--- src/rtl/matvec_param.sv ---
// matvec_param: streaming signed matrix-vector multiply y = W*x, W is N x N, reused until new_matrix.
// Latency: last x beat at edge t -> row 0 valid at edge t+N+1; each later row N+1 cycles after the previous out beat.
// Backpressure: input stalls on gaps in input_valid; output row held stable until output_ready; no input accepted until IDLE.
// Ports:
//   clk, reset                       rising-edge clock, asynchronous active-high reset
//   input_valid/input_ready/input_data/new_matrix   element stream (W row-major, then x)
//   output_valid/output_ready/output_data/output_last/output_sat   one y row per beat
module matvec_param #(
    parameter int N        = 3,
    parameter int IW       = 14,
    parameter int OW       = 28,
    parameter int SATURATE = 1
) (
    input  logic                 clk,
    input  logic                 reset,
    input  logic                 input_valid,
    output logic                 input_ready,
    input  logic signed [IW-1:0] input_data,
    input  logic                 new_matrix,
    output logic                 output_valid,
    input  logic                 output_ready,
    output logic signed [OW-1:0] output_data,
    output logic                 output_last,
    output logic                 output_sat
);

    localparam int AW = 2*IW + $clog2(N) + 1;   // accumulator width, never overflows
    localparam int NN = N*N;
    localparam int CW = $clog2(NN);             // load counter, 0..NN-1
    localparam int KW = $clog2(N+1);            // MAC step, 0..N
    localparam int RW = $clog2(N);              // row / column index, 0..N-1
    localparam bit CAN_CLAMP = (SATURATE != 0) && (OW < AW);

    typedef enum logic [2:0] {
        S_IDLE, S_LOAD_W, S_LOAD_X, S_COMPUTE, S_OUTPUT
    } state_t;

    state_t                 state_q, state_d;
    logic [CW-1:0]          cnt_q, cnt_d;
    logic [RW-1:0]          row_q, row_d;
    logic [KW-1:0]          k_q, k_d;
    logic signed [AW-1:0]   acc_q, acc_d;
    logic signed [2*IW-1:0] prod_q, prod_d;
    logic                   w_loaded_q, w_loaded_d;
    logic signed [OW-1:0]   data_q, data_d;
    logic                   last_q, last_d;
    logic                   sat_q, sat_d;

    logic signed [IW-1:0]   w_mem [NN];
    logic signed [IW-1:0]   x_mem [N];
    logic                   w_we, x_we;
    logic [CW-1:0]          wr_idx;

    logic                   beat;
    logic [RW-1:0]          k_rd;
    logic [CW-1:0]          w_rd_idx;
    logic signed [2*IW-1:0] mul;
    logic signed [AW-1:0]   acc_sum;
    logic signed [OW-1:0]   res;
    logic                   res_sat;

    assign input_ready  = (state_q == S_IDLE) || (state_q == S_LOAD_W) || (state_q == S_LOAD_X);
    assign output_valid = (state_q == S_OUTPUT);
    assign output_data  = data_q;
    assign output_last  = last_q;
    assign output_sat   = sat_q;
    assign beat         = input_valid && input_ready;

    // The MAC is split into a registered multiply and an accumulate one cycle
    // later, so a row takes N+1 COMPUTE cycles: the last one only adds the
    // final product and produces the result.
    assign k_rd     = (k_q < KW'(N)) ? k_q[RW-1:0] : '0;
    assign w_rd_idx = CW'(row_q) * CW'(N) + CW'(k_rd);
    assign mul      = w_mem[w_rd_idx] * x_mem[k_rd];
    assign acc_sum  = acc_q + AW'(prod_q);

    generate
        if (OW < AW) begin : g_narrow
            logic ovf;
            // Overflow when the bits above the OW sign bit are not all copies of it.
            assign ovf = !((&acc_sum[AW-1:OW-1]) || !(|acc_sum[AW-1:OW-1]));
            always_comb begin
                res     = acc_sum[OW-1:0];
                res_sat = 1'b0;
                if (CAN_CLAMP && ovf) begin
                    res     = acc_sum[AW-1] ? {1'b1, {(OW-1){1'b0}}} : {1'b0, {(OW-1){1'b1}}};
                    res_sat = 1'b1;
                end
            end
        end else begin : g_wide
            assign res     = OW'(acc_sum);
            assign res_sat = 1'b0;
        end
    endgenerate

    always_comb begin
        state_d    = state_q;
        cnt_d      = cnt_q;
        row_d      = row_q;
        k_d        = k_q;
        acc_d      = acc_q;
        prod_d     = prod_q;
        w_loaded_d = w_loaded_q;
        data_d     = data_q;
        last_d     = last_q;
        sat_d      = sat_q;
        w_we       = 1'b0;
        x_we       = 1'b0;
        wr_idx     = cnt_q;

        case (state_q)
            S_IDLE: begin
                if (beat) begin
                    wr_idx = '0;
                    cnt_d  = CW'(1);
                    // new_matrix only matters on the first beat; an unloaded W forces a load.
                    if (new_matrix || !w_loaded_q) begin
                        w_we    = 1'b1;
                        state_d = S_LOAD_W;
                    end else begin
                        x_we    = 1'b1;
                        state_d = S_LOAD_X;
                    end
                end
            end
            S_LOAD_W: begin
                if (beat) begin
                    w_we = 1'b1;
                    if (cnt_q == CW'(NN-1)) begin
                        w_loaded_d = 1'b1;
                        cnt_d      = '0;
                        state_d    = S_LOAD_X;
                    end else begin
                        cnt_d = cnt_q + CW'(1);
                    end
                end
            end
            S_LOAD_X: begin
                if (beat) begin
                    x_we = 1'b1;
                    if (cnt_q == CW'(N-1)) begin
                        cnt_d   = '0;
                        row_d   = '0;
                        k_d     = '0;
                        acc_d   = '0;
                        prod_d  = '0;
                        state_d = S_COMPUTE;
                    end else begin
                        cnt_d = cnt_q + CW'(1);
                    end
                end
            end
            S_COMPUTE: begin
                acc_d = acc_sum;
                if (k_q == KW'(N)) begin
                    data_d  = res;
                    sat_d   = res_sat;
                    last_d  = (row_q == RW'(N-1));
                    state_d = S_OUTPUT;
                end else begin
                    prod_d = mul;
                    k_d    = k_q + KW'(1);
                end
            end
            S_OUTPUT: begin
                if (output_ready) begin
                    if (row_q == RW'(N-1)) begin
                        state_d = S_IDLE;
                    end else begin
                        row_d   = row_q + RW'(1);
                        k_d     = '0;
                        acc_d   = '0;
                        prod_d  = '0;
                        state_d = S_COMPUTE;
                    end
                end
            end
            default: state_d = S_IDLE;
        endcase
    end

    always_ff @(posedge clk or posedge reset) begin
        if (reset) begin
            state_q    <= S_IDLE;
            cnt_q      <= '0;
            row_q      <= '0;
            k_q        <= '0;
            acc_q      <= '0;
            prod_q     <= '0;
            w_loaded_q <= 1'b0;
            data_q     <= '0;
            last_q     <= 1'b0;
            sat_q      <= 1'b0;
        end else begin
            state_q    <= state_d;
            cnt_q      <= cnt_d;
            row_q      <= row_d;
            k_q        <= k_d;
            acc_q      <= acc_d;
            prod_q     <= prod_d;
            w_loaded_q <= w_loaded_d;
            data_q     <= data_d;
            last_q     <= last_d;
            sat_q      <= sat_d;
        end
    end

    // Operand storage is never read before it has been written, so it has no reset.
    always_ff @(posedge clk) begin
        if (w_we) w_mem[wr_idx] <= input_data;
        if (x_we) x_mem[wr_idx[RW-1:0]] <= input_data;
    end

endmodule

--- config.mk ---
export PLATFORM = sky130hd
export DESIGN_NAME = matvec_param
export DESIGN_NICKNAME = d
export VERILOG_FILES = /design/src/rtl/matvec_param.sv
export SDC_FILE = /design/constraint.sdc
export NUM_CORES = 1
export LEC_CHECK = 0
export ABC_AREA = 1
export CAP_MARGIN = 20
export CORE_MARGIN = 8
export CORE_UTILIZATION = 35
export DETAILED_ROUTE_END_ITERATION = 16
export GPL_TIMING_DRIVEN = 0
export MAX_ROUTING_LAYER = met4
export PLACE_DENSITY_LB_ADDON = 0.05
export SETUP_SLACK_MARGIN = 0.3
export SLEW_MARGIN = 20
export SYNTH_ARGS = -nofsm -noshare
export SYNTH_HDL_FRONTEND = slang
export SYNTH_SLANG_ARGS = --single-unit
--- constraint.sdc ---
create_clock -name clk -period 16 [get_ports clk]
set_input_delay 2.4 -clock clk [delete_from_list [all_inputs] [get_ports clk]]
set_output_delay 2.4 -clock clk [all_outputs]
set_load 0.01 [all_outputs]
; Word level (Yosys, flattened, before mapping)
; Memory sizes are Yosys's and may differ from the RTL's.
; Cells that the tools add are included.
[word_totals]
reg_bits = 101
ram_bits = 168
mem_bits_ro = 0
mem_count = 2
latch_bits = 0
wordCells = 110
[mem_list]
columns = name, words, word_bits, read_ports, rd_ports_with_merged_regs, write_ports, line
row1 = w_mem, 9, 14, 1, 0, 1, 49  ; logic signed [IW-1:0] w_mem [NN];
row2 = x_mem, 3, 14, 1, 0, 1, 50  ; logic signed [IW-1:0] x_mem [N];
[classes]
n_lt_le_gt_ge = 1
shifts = 0
n_eq_ne = 17
n_mux = 53
bitwise_logic = 0
n_mul = 2
n_reduce_logical = 20
addsub = 5
div = 0
[ops]
columns = operator, count
row1 = 28-bit 2-to-1 mux, 7
row2 = 31-bit 2-to-1 mux, 4
row3 = 31-bit one-hot mux with 3 select lines, 1
row4 = 28-bit one-hot mux with 3 select lines, 1
row5 = 31-bit by 28-bit adder with 31-bit output, 1
row6 = 14-bit by 14-bit multiplier with 28-bit output, 1
row7 = 4-bit 2-to-1 mux, 7
row8 = 3-bit 2-to-1 mux, 7
row9 = 2-bit 2-to-1 mux, 10
row10 = 3-bit one-hot mux with 5 select lines, 1
row11 = "2-bit != test, second input constant", 6
row12 = 4-bit one-hot mux with 3 select lines, 1
row13 = 1-bit 2-to-1 mux, 10
row14 = 5-bit AND reduction, 2
row15 = 4-bit AND reduction, 2
row16 = 7-bit AND reduction, 1
row17 = "3-bit by 2-bit equality test with 1-bit output, second input constant", 2
row18 = "2-bit by 1-bit != test with 1-bit output, second input constant", 3
row19 = 2-bit one-hot mux with 3 select lines, 1
row20 = 6-bit AND reduction, 1
row21 = 3-bit nonzero test, 2
row22 = "2-bit by 1-bit adder with 2-bit output, second input constant", 2
row23 = "4-bit by 1-bit adder with 4-bit output, second input constant", 1
row24 = 4-bit by 2-bit adder with 4-bit output, 1
row25 = 17 further kinds, 23

; Logic depth before layout (Yosys ltp)
; Gate-level depths: netlist (run 1).
[logic_depth]
depth_word = 8
mapped_depth = 40
mapped_depth_nobuf = 37

; Worst setup path after synthesis (run 1)
; Ideal clock, no wire load.
[synth_path]
path_type = register to register
startpoint = register k_q[0]
endpoint = register prod_q[15]
setup_ps = 122
t_arrival_ps = 7763
setup_slack_ps = 8116
required_time_ps = 15878
path_stages_with_launch = 35
synth_period_minus_slack_ps = 7884
cell_sequence = dfrtp_1 -> inv_1 -> ha_1 -> clkbuf_1 -> inv_1 -> clkbuf_1 -> fa_1 -> inv_1 -> ha_1 -> inv_1 -> fa_1 -> inv_1 -> clkbuf_1 -> nand3_1 -> nand3_1 -> o21ai_1 -> nor2_1 -> fa_1 -> inv_1 -> fa_1 -> inv_1 -> fa_1 -> fa_1 -> fa_1 -> inv_1 -> fa_1 -> inv_1 -> ha_1 -> nand2_1 -> nor2_1 -> inv_1 -> nor3_1 -> a21oi_1 -> or2_2 -> a32o_1
[synth_between]
elab_chain_len = 7
[synth_lines]
columns = item, line
row1 = "start, declared", 41  ; logic [KW-1:0] k_q, k_d;
row2 = "start signal, assigned", 198  ; k_q <= k_d;
row3 = 2-bit less-than comparator, 72  ; assign k_rd = (k_q < KW'(N)) ? k_q[RW-1:0] : '0;
row4 = 2-bit 2-to-1 mux, 72
row5 = 4-bit by 2-bit adder with 4-bit output, 73  ; assign w_rd_idx = CW'(row_q) * CW'(N) + CW'(k_rd);
row6 = memory read 9 x 14 bit, -
row7 = 14-bit by 14-bit multiplier with 28-bit output, 74  ; assign mul = w_mem[w_rd_idx] * x_mem[k_rd];
row8 = 28-bit 2-to-1 mux, 155  ; if (k_q == KW'(N)) begin
row9 = 28-bit one-hot mux with 3 select lines, 111  ; case (state_q)
row10 = "end signal, assigned", 200  ; prod_q <= prod_d;
row11 = "end, declared", 43  ; logic signed [2*IW-1:0] prod_q, prod_d;
; Several ways; a longest one is shown, not always the timed one. The select of a mux whose other input is x is not followed.
; A chain may end at the register's enable or synchronous reset.

; Worst setup path after layout (run 1)
[layout_path]
startpoint = register k_q[0]
endpoint = register prod_q[21]
; The elaborated chain is that of the path after synthesis.

==> results of run 1 <==
## logic make-up (layout without fill, tap and decap cells)
family                     Yosys count  after routing
buffers and inverters              495            608
AOI/OAI and AO/OA                  300            300
DFF                                269            269
adders and majority gates          304            304
muxes                               28             28
and+or+nand+nor                    839            839
xor gates and xnor gates            41             41
## routing by layer
layer	vias to the layer above	routed length [um]	global-route usage
li1	7380	-	-
met1	7400	27600	0.241
met2	215	26500	0.285
met3	75	1760	0.0175
met4	0	1360	0.0416
met5	-	0	-
## worst reg2reg max path: cells and delay by family, from the launching register on
family                     cells  cell delay [ps]
AOI/OAI and AO/OA              2              190
adders and majority gates     10             4780
buffers and inverters         11             2420
DFF                            1              400
and+or+nand+nor               10             2280
## path summary, 6_finish.rpt
check | startpoint | endpoint | slack [ps] | depth (start not counted)
min | w_loaded_q | w_loaded_q | 460 | 2
min reg2reg | w_loaded_q | w_loaded_q | 460 | 2
max reg2reg | k_q[0] | prod_q[21] | 5780 | 33
max | k_q[0] | prod_q[21] | 5780 | 33
min in group asynchronous | reset | cnt_q[1] | 2230 | 2
max in group asynchronous | reset | prod_q[0] | 13100 | 3
## cell usage after synthesis, types with 4 or more instances
cell type / instances
or2_2: 17
dfrtp_1: 101
nor2_1: 193
o21ai_1: 10
fa_1: 198
and2_1: 7
ha_1: 106
clkbuf_1: 39
mux2i_1: 21
a21oi_1: 122
mux2_2: 7
a21o_1: 4
o211ai_1: 18
nand3_1: 65
o21bai_1: 5
nand2_2: 13
nor3_1: 11
buf_2: 13
edfxtp_1: 168
nor2_2: 5
o21ai_0: 97
inv_2: 8
xor2_1: 22
nand2_1: 502
a22o_1: 21
inv_1: 426
xnor2_1: 19
nand4_1: 10
## metrics by stage
step	std cells	utilization	area (um2)	setup WS [ps]	hold WS, ps
global placement	3099	0.377	22100	5660	449
global route	3162	0.395	23100	5160	502
CTS	3162	0.395	23100	5640	465
detailed placement	3105	0.379	22200	5710	452
finish	3162	0.395	23100	5780	459
floorplan	2276	-	20600	8120	424
## final cells by class
class                   instances  area [um2]  share of cell area
multi-input cells            1512       11200               0.483
flip-flops and latches        269        7570               0.327
inverters                     437        1650              0.0711
well taps                     773         967              0.0418
clock buffers                  48         890              0.0385
repair buffers                 56         572              0.0247
plain buffers                  58         253              0.0109
clock inverters                 9        56.3             0.00243
## state kept, by name, summed over array words and instances, names as in the netlist, 2 cells and up
name and flops:
w_mem 126, x_mem 42, cnt_q 4, output_data 28, row_q 2, acc_q 31, state_q 3, prod_q 28
k_q 2
==> flow_summary.json, run 1 <==
{
  "end_kind": "flip-flop",
  "gp_congestion": 0.930,
  "cts-resized-gates": 0,
  "grt-ovfl-total": 0,
  "cp_max_fo": 10,
  "slowest_delay_ps": 810,
  "htree_levels": 1,
  "postCtsSetupBuffers": 0,
  "yosys.area.top_type_share": 0.245,
  "yosys-top-cells-area": "edfxtp_1 25%, fa_1 19%, dfrtp_1 12%",
  "grt_pass1_wl_um": 90900,
  "drt_iter0_drc": 854,
  "grt_max_degree": 54,
  "io_pins": 51,
  "avgSynthCellArea_um2": 9.04,
  "cts_tree": "built",
  "clock.fmax_mhz": 97.8,
  "setup-violations-final": 0,
  "post-dp-hpwl_um": 46600,
  "coreArea_um2": 58600,
  "ys_async_sr_fraction": 0.375,
  "path_class": "reg -> reg",
  "synthSimpleGateAreaFrac": 0.168,
  "crit_family": "adder cells",
  "cts_buffers": 31,
  "synth_fa_ha_area_frac": 0.257,
  "start_kind": "flip-flop",
  "start_util": 0.351,
  "arrival_ps": 10680,
  "period_needed_ps": 10220,
  "viasPerCell": 4.77,
  "synth_top_family_by_area": "adder cells",
  "clkTransAtPathRegs_ps": 60,
  "drive_gt1_frac": 0.0615,
  "cts_buffer_depth": 3,
  "yosys.cell_types.count": 55,
  "outcome": "completed",
  "synthXorXnorAreaFrac": 0.0174,
  "syn2layout_area_growth_pct": 12.4,
  "grt_pass1_vias": 15842,
  "synth_nets": 2599,
  "maxSlewViolCount": 0,
  "nFillCells": 6082,
  "min_path_type": "reg -> reg",
  "layout_commonest_cell": "nand2_1",
  "synth_largest_area_cell": "edfxtp_1",
  "finalCritPeriodShare": 0.639,
  "required_ps": 16460,
  "drt-pass1-iter-count": 5,
  "synth.area.mux_share": 0.0140,
  "num_vias": 15070,
  "die_y_um": 259,
  "synth_ff_type": "edfxtp_1",
  "numClockSinks": 269,
  "relSlewSlack": 0.283,
  "rsz0062_at_grt": "false",
  "synth_edf_count": 168,
  "synthesis.instances": 2276,
  "ant_nets": 0,
  "root_buffer": "clkbuf_16",
  "setup_tns_ps": 0,
  "crit_buf_inv": 11,
  "num_rows": 89,
  "cts-hold-fix-buffers": 0,
  "mostFrequentLayoutCells": "502 x nand2_1, 425 x inv_1, 198 x fa_1",
  "fin_skew_ps": 38.3,
  "wl_per_cell_um": 18.1,
  "antenna_found_initial": 0,
  "critPathSlowestCell": "fa_1",
  "hold_viol": 0,
  "ys_seq_area_frac": 0.368,
  "routed_wl_um": 57200,
  "portBuffers": 50,
  "drc": 0,
  "synth-warning-count": 0,
  "die-area_um2": 66800,
  "max-cap-violations": 0,
  "fin_nets": 2688,
  "die_x_um": 259,
  "synth-compound-area-share": 0.0834,
  "clkLatencyLatePin_ps": 580,
  "worst_pin_slew_ps": 1070,
  "synth_seq_cells": 269,
  "diodes": 0,
  "cpMostUsedCell": "inv_1",
  "grt_usage": 0.177,
  "syn_area_um2": 20600
}
Power of run 1 is left out: the tool's default activity adds up to more than one toggle a clock period on the data nets, which glitch-free logic cannot reach.
==> run 2: changes to the inputs <==
==> constraint.sdc (replaced) <==
create_clock -name clk -period 10.5 [get_ports clk]
set_input_delay 1.575 -clock clk [delete_from_list [all_inputs] [get_ports clk]]
set_output_delay 1.575 -clock clk [all_outputs]
set_load 0.01 [all_outputs]
==> run 2 against run 1 <==
  * Critical path depth increased by 2
  * Largest cell class unchanged
  * Highest routed layer unchanged
  * Fmax grew 6.8%
  * Utilization barely moved
  * Critical endpoint is now prod_q[25]
==> flow_summary.json, run 2 (same netlist as run 1, synthesis figures left out) <==
{
  "gp_congestion": 0.930,
  "grt_pass1_wl_um": 90900,
  "grt_pass1_vias": 15842,
  "htree_levels": 1,
  "routed_wl_um": 57300,
  "finalCritPeriodShare": 0.912,
  "clkTransAtPathRegs_ps": 60,
  "ant_nets": 0,
  "grt_max_degree": 54,
  "drc": 0,
  "numClockSinks": 269,
  "cp_max_fo": 10,
  "setup-violations-final": 0,
  "rsz0062_at_grt": "false",
  "start_util": 0.351,
  "wl_met2_um": 26600,
  "relSlewSlack": 0.314,
  "slowest_delay_ps": 800,
  "antenna_found_initial": 0,
  "coreArea_um2": 58600,
  "top_layer": "met4",
  "final_util": 0.395,
  "drt-pass1-iter-count": 5,
  "max-cap-violations": 0,
  "cts-resized-gates": 2,
  "die_x_um": 259,
  "cts_buffers": 31,
  "worst_pin_slew_ps": 1020,
  "wl_met1_um": 27400,
  "arrival_ps": 10030,
  "outcome": "completed",
  "fin_skew_ps": 37.6,
  "cts_tree": "built",
  "wl_per_cell_um": 18.1,
  "mostFrequentLayoutCells": "502 x nand2_1, 425 x inv_1, 198 x fa_1",
  "portBuffers": 50,
  "clkLatencyLatePin_ps": 580,
  "end_kind": "flip-flop",
  "cts_buffer_depth": 3,
  "setup_tns_ps": 0,
  "clock.fmax_mhz": 104,
  "root_buffer": "clkbuf_16",
  "die_y_um": 259,
  "maxSlewViolCount": 0,
  "met3_length_um": 1920,
  "io_pins": 51,
  "grt-ovfl-total": 0,
  "hold_viol": 0,
  "min_path_type": "reg -> reg",
  "num_vias": 15126,
  "drive_gt1_frac": 0.0649,
  "path_class": "reg -> reg",
  "postCtsSetupBuffers": 0,
  "period_needed_ps": 9570,
  "viasPerCell": 4.78,
  "grt_usage": 0.177,
  "cpMostUsedCell": "inv_1",
  "layout_commonest_cell": "nand2_1",
  "required_ps": 10960,
  "largest_reg_flops": 126,
  "hold_ws_ps": 459,
  "syn2layout_area_growth_pct": 12.5,
  "cts-hold-fix-buffers": 0,
  "diodes": 0,
  "drt_iter0_drc": 811,
  "start_kind": "flip-flop",
  "regMostFlops": "w_mem",
  "die-area_um2": 66800,
  "fin_nets": 2688,
  "post-dp-hpwl_um": 46600,
  "critPathSlowestCell": "fa_1",
  "num_rows": 89
}
-- run 2: cell counts in the layout (fill, tap and decap cells not counted) --
Identical to the previous run, type by type.
-- run 2: final timing paths --
check	startpoint	to	slack, ps	cells past startpoint
min reg2reg	w_loaded_q	w_loaded_q	460	2
max reg2reg	k_q[0]	prod_q[25]	930	35
min	w_loaded_q	w_loaded_q	460	2
max in group asynchronous	reset	prod_q[0]	8430	3
min in group asynchronous	reset	cnt_q[1]	1400	2
max	k_q[0]	prod_q[25]	930	35
-- run 2: layout make-up --
type / count / area, um2
clock inverters: 9 / 56.3
plain buffers: 58 / 258
flip-flops and latches: 269 / 7570
repair buffers: 56 / 572
inverters: 437 / 1650
fillers: 6085 / 35400
multi-input cells: 1512 / 11200
well taps: 773 / 967
clock buffers: 48 / 890
-- run 2: worst max-delay path: cells and delay by family (launching register included) --
family	cells	cell delay (ps)
AOI/OAI and AO/OA	4	700
adders and majority gates	10	4770
and+or+nand+nor	10	1570
DFF	1	400
buffers and inverters	11	1980
-- run 2: metrics by stage --
stage                     instances  instance area (um2)  worst slack, ps
after floorplan                2276                20600             2620
after global placement         3099                22100              156
after detailed placement       3105                22200              210
after CTS                      3162                23100              523
after global routing           3162                23200              296
final                          3162                23200              927
-- run 2: layer usage --
layer  GRT usage  vias up
li1            -     7387
met1       0.241     7438
met2       0.285      228
met3      0.0175       73
met4      0.0416        0
met5           -        -
Power of run 2 is left out for the same reason.
==> run 3: changes to the inputs <==
--- a/config.mk
+++ b/config.mk
@@ -12,7 +12,7 @@
 export DETAILED_ROUTE_END_ITERATION = 16
 export GPL_TIMING_DRIVEN = 0
 export MAX_ROUTING_LAYER = met4
-export PLACE_DENSITY_LB_ADDON = 0.05
+export PLACE_DENSITY = 0.55
 export SETUP_SLACK_MARGIN = 0.3
 export SLEW_MARGIN = 20
 export SYNTH_ARGS = -nofsm -noshare
==> run 3 against run 2 <==
  * Flip-flop and latch count did not move
  * Routed wire length fell by 5.4%
  * Via count rose by 0.34%
  * Fmax rose by 0.81%
  * Utilization barely moved
  * Cell count barely moved
  * Clock skew fell by 21 ps
  * Setup slack improved by 77 ps
  * Sequential share of layout area barely moved
  * Register-to-register slack improved by 80 ps
  * Die area did not move
==> flow_summary.json, run 3 (same netlist as run 1, synthesis figures left out) <==
{
  "post-dp-hpwl_um": 43800,
  "wl_met2_um": 25600,
  "die-area_um2": 66800,
  "routed_wl_um": 54200,
  "met3_length_um": 2200,
  "cts_tree": "built",
  "die_y_um": 259,
  "wl_per_cell_um": 17.2,
  "mostFrequentLayoutCells": "502 x nand2_1, 425 x inv_1, 198 x fa_1",
  "required_ps": 11000,
  "top_layer": "met4",
  "nFillCells": 5890,
  "setup_tns_ps": 0,
  "diodes": 0,
  "drt-pass1-iter-count": 5,
  "outcome": "completed",
  "hold_viol": 0,
  "start_kind": "flip-flop",
  "gp_congestion": 0.930,
  "grt-ovfl-total": 0,
  "drc": 0,
  "end_kind": "flip-flop",
  "ant_nets": 0,
  "postLayoutCellArea_um2": 23200,
  "cts_buffers": 28,
  "maxSlewViolCount": 0,
  "clock.fmax_mhz": 105,
  "slowest_delay_ps": 620,
  "relSlewSlack": 0.195,
  "io_pins": 51,
  "setup-violations-final": 0,
  "portBuffers": 50,
  "die_x_um": 259,
  "finalCritPeriodShare": 0.904,
  "postCtsSetupBuffers": 0,
  "coreArea_um2": 58600,
  "clkTransAtPathRegs_ps": 60,
  "numClockSinks": 269,
  "worst_pin_slew_ps": 1200,
  "arrival_ps": 10000,
  "antenna_found_initial": 0,
  "grt_pass1_wl_um": 87000,
  "cts-hold-fix-buffers": 0,
  "min_path_type": "reg -> reg",
  "viasPerCell": 4.80,
  "crit_family": "adder cells",
  "grt_max_degree": 58,
  "num_vias": 15178,
  "max-cap-violations": 0,
  "drive_gt1_frac": 0.0620,
  "cts-resized-gates": 0,
  "htree_levels": 1,
  "crit_buf_inv": 11,
  "start_util": 0.351,
  "cp_max_fo": 10,
  "clkLatencyLatePin_ps": 570,
  "regMostFlops": "w_mem",
  "cts_buffer_depth": 3,
  "fin_nets": 2689,
  "syn2layout_area_growth_pct": 12.5,
  "period_needed_ps": 9500,
  "num_rows": 89,
  "grt_pass1_vias": 15854,
  "grt_usage": 0.166,
  "rsz0062_at_grt": "false",
  "wl_met1_um": 25000,
  "path_class": "reg -> reg",
  "largest_reg_flops": 126,
  "fin_skew_ps": 16.4,
  "drt_iter0_drc": 921,
  "layout_commonest_cell": "nand2_1",
  "critPathSlowestCell": "fa_1",
  "root_buffer": "clkbuf_16",
  "placed_area_um2": 22200
}
run 3: worst min-delay path, stage by stage, from the launching register on:
cell and delay (ps):
dfrtp_1 320, inv_1 40, o31ai_1 50
run 3: final timing paths:
check,from,endpoint,slack [ps],cells past startpoint
worst max-delay path,k_q[0],prod_q[18],1000,35
worst min-delay path,w_loaded_q,w_loaded_q,450,2
worst max register to register,k_q[0],prod_q[18],1000,35
worst min register to register,w_loaded_q,w_loaded_q,450,2
max in group asynchronous,reset,acc_q[28],8450,3
min in group asynchronous,reset,cnt_q[1],1420,2
run 3: per-layer routing:
layer	track usage	vias to the layer above
li1	-	7374
met5	-	-
met3	0.0204	86
met2	0.277	320
met1	0.215	7398
met4	0.0419	0
run 3: cell type report:
cell class	instances	area, um2	area share
Multi-Input combinational cell	1512	11200	0.482
Sequential cell	269	7570	0.327
Inverter	437	1650	0.0710
Tap cell	773	967	0.0418
Clock buffer	36	751	0.0324
Timing Repair Buffer	60	621	0.0268
Buffer	58	258	0.0111
Clock inverter	14	175	0.00756
run 3: stage by stage:
stage	cells	hold slack [ps]	utilization	setup WS, ps
final	3159	451	0.395	1000
after floorplan	2276	424	-	2620
after global routing	3159	483	0.395	320
after CTS	3158	459	0.395	496
after detailed placement	3108	443	0.379	476
after global placement	3099	446	0.377	548
Power of run 3 is left out for the same reason.
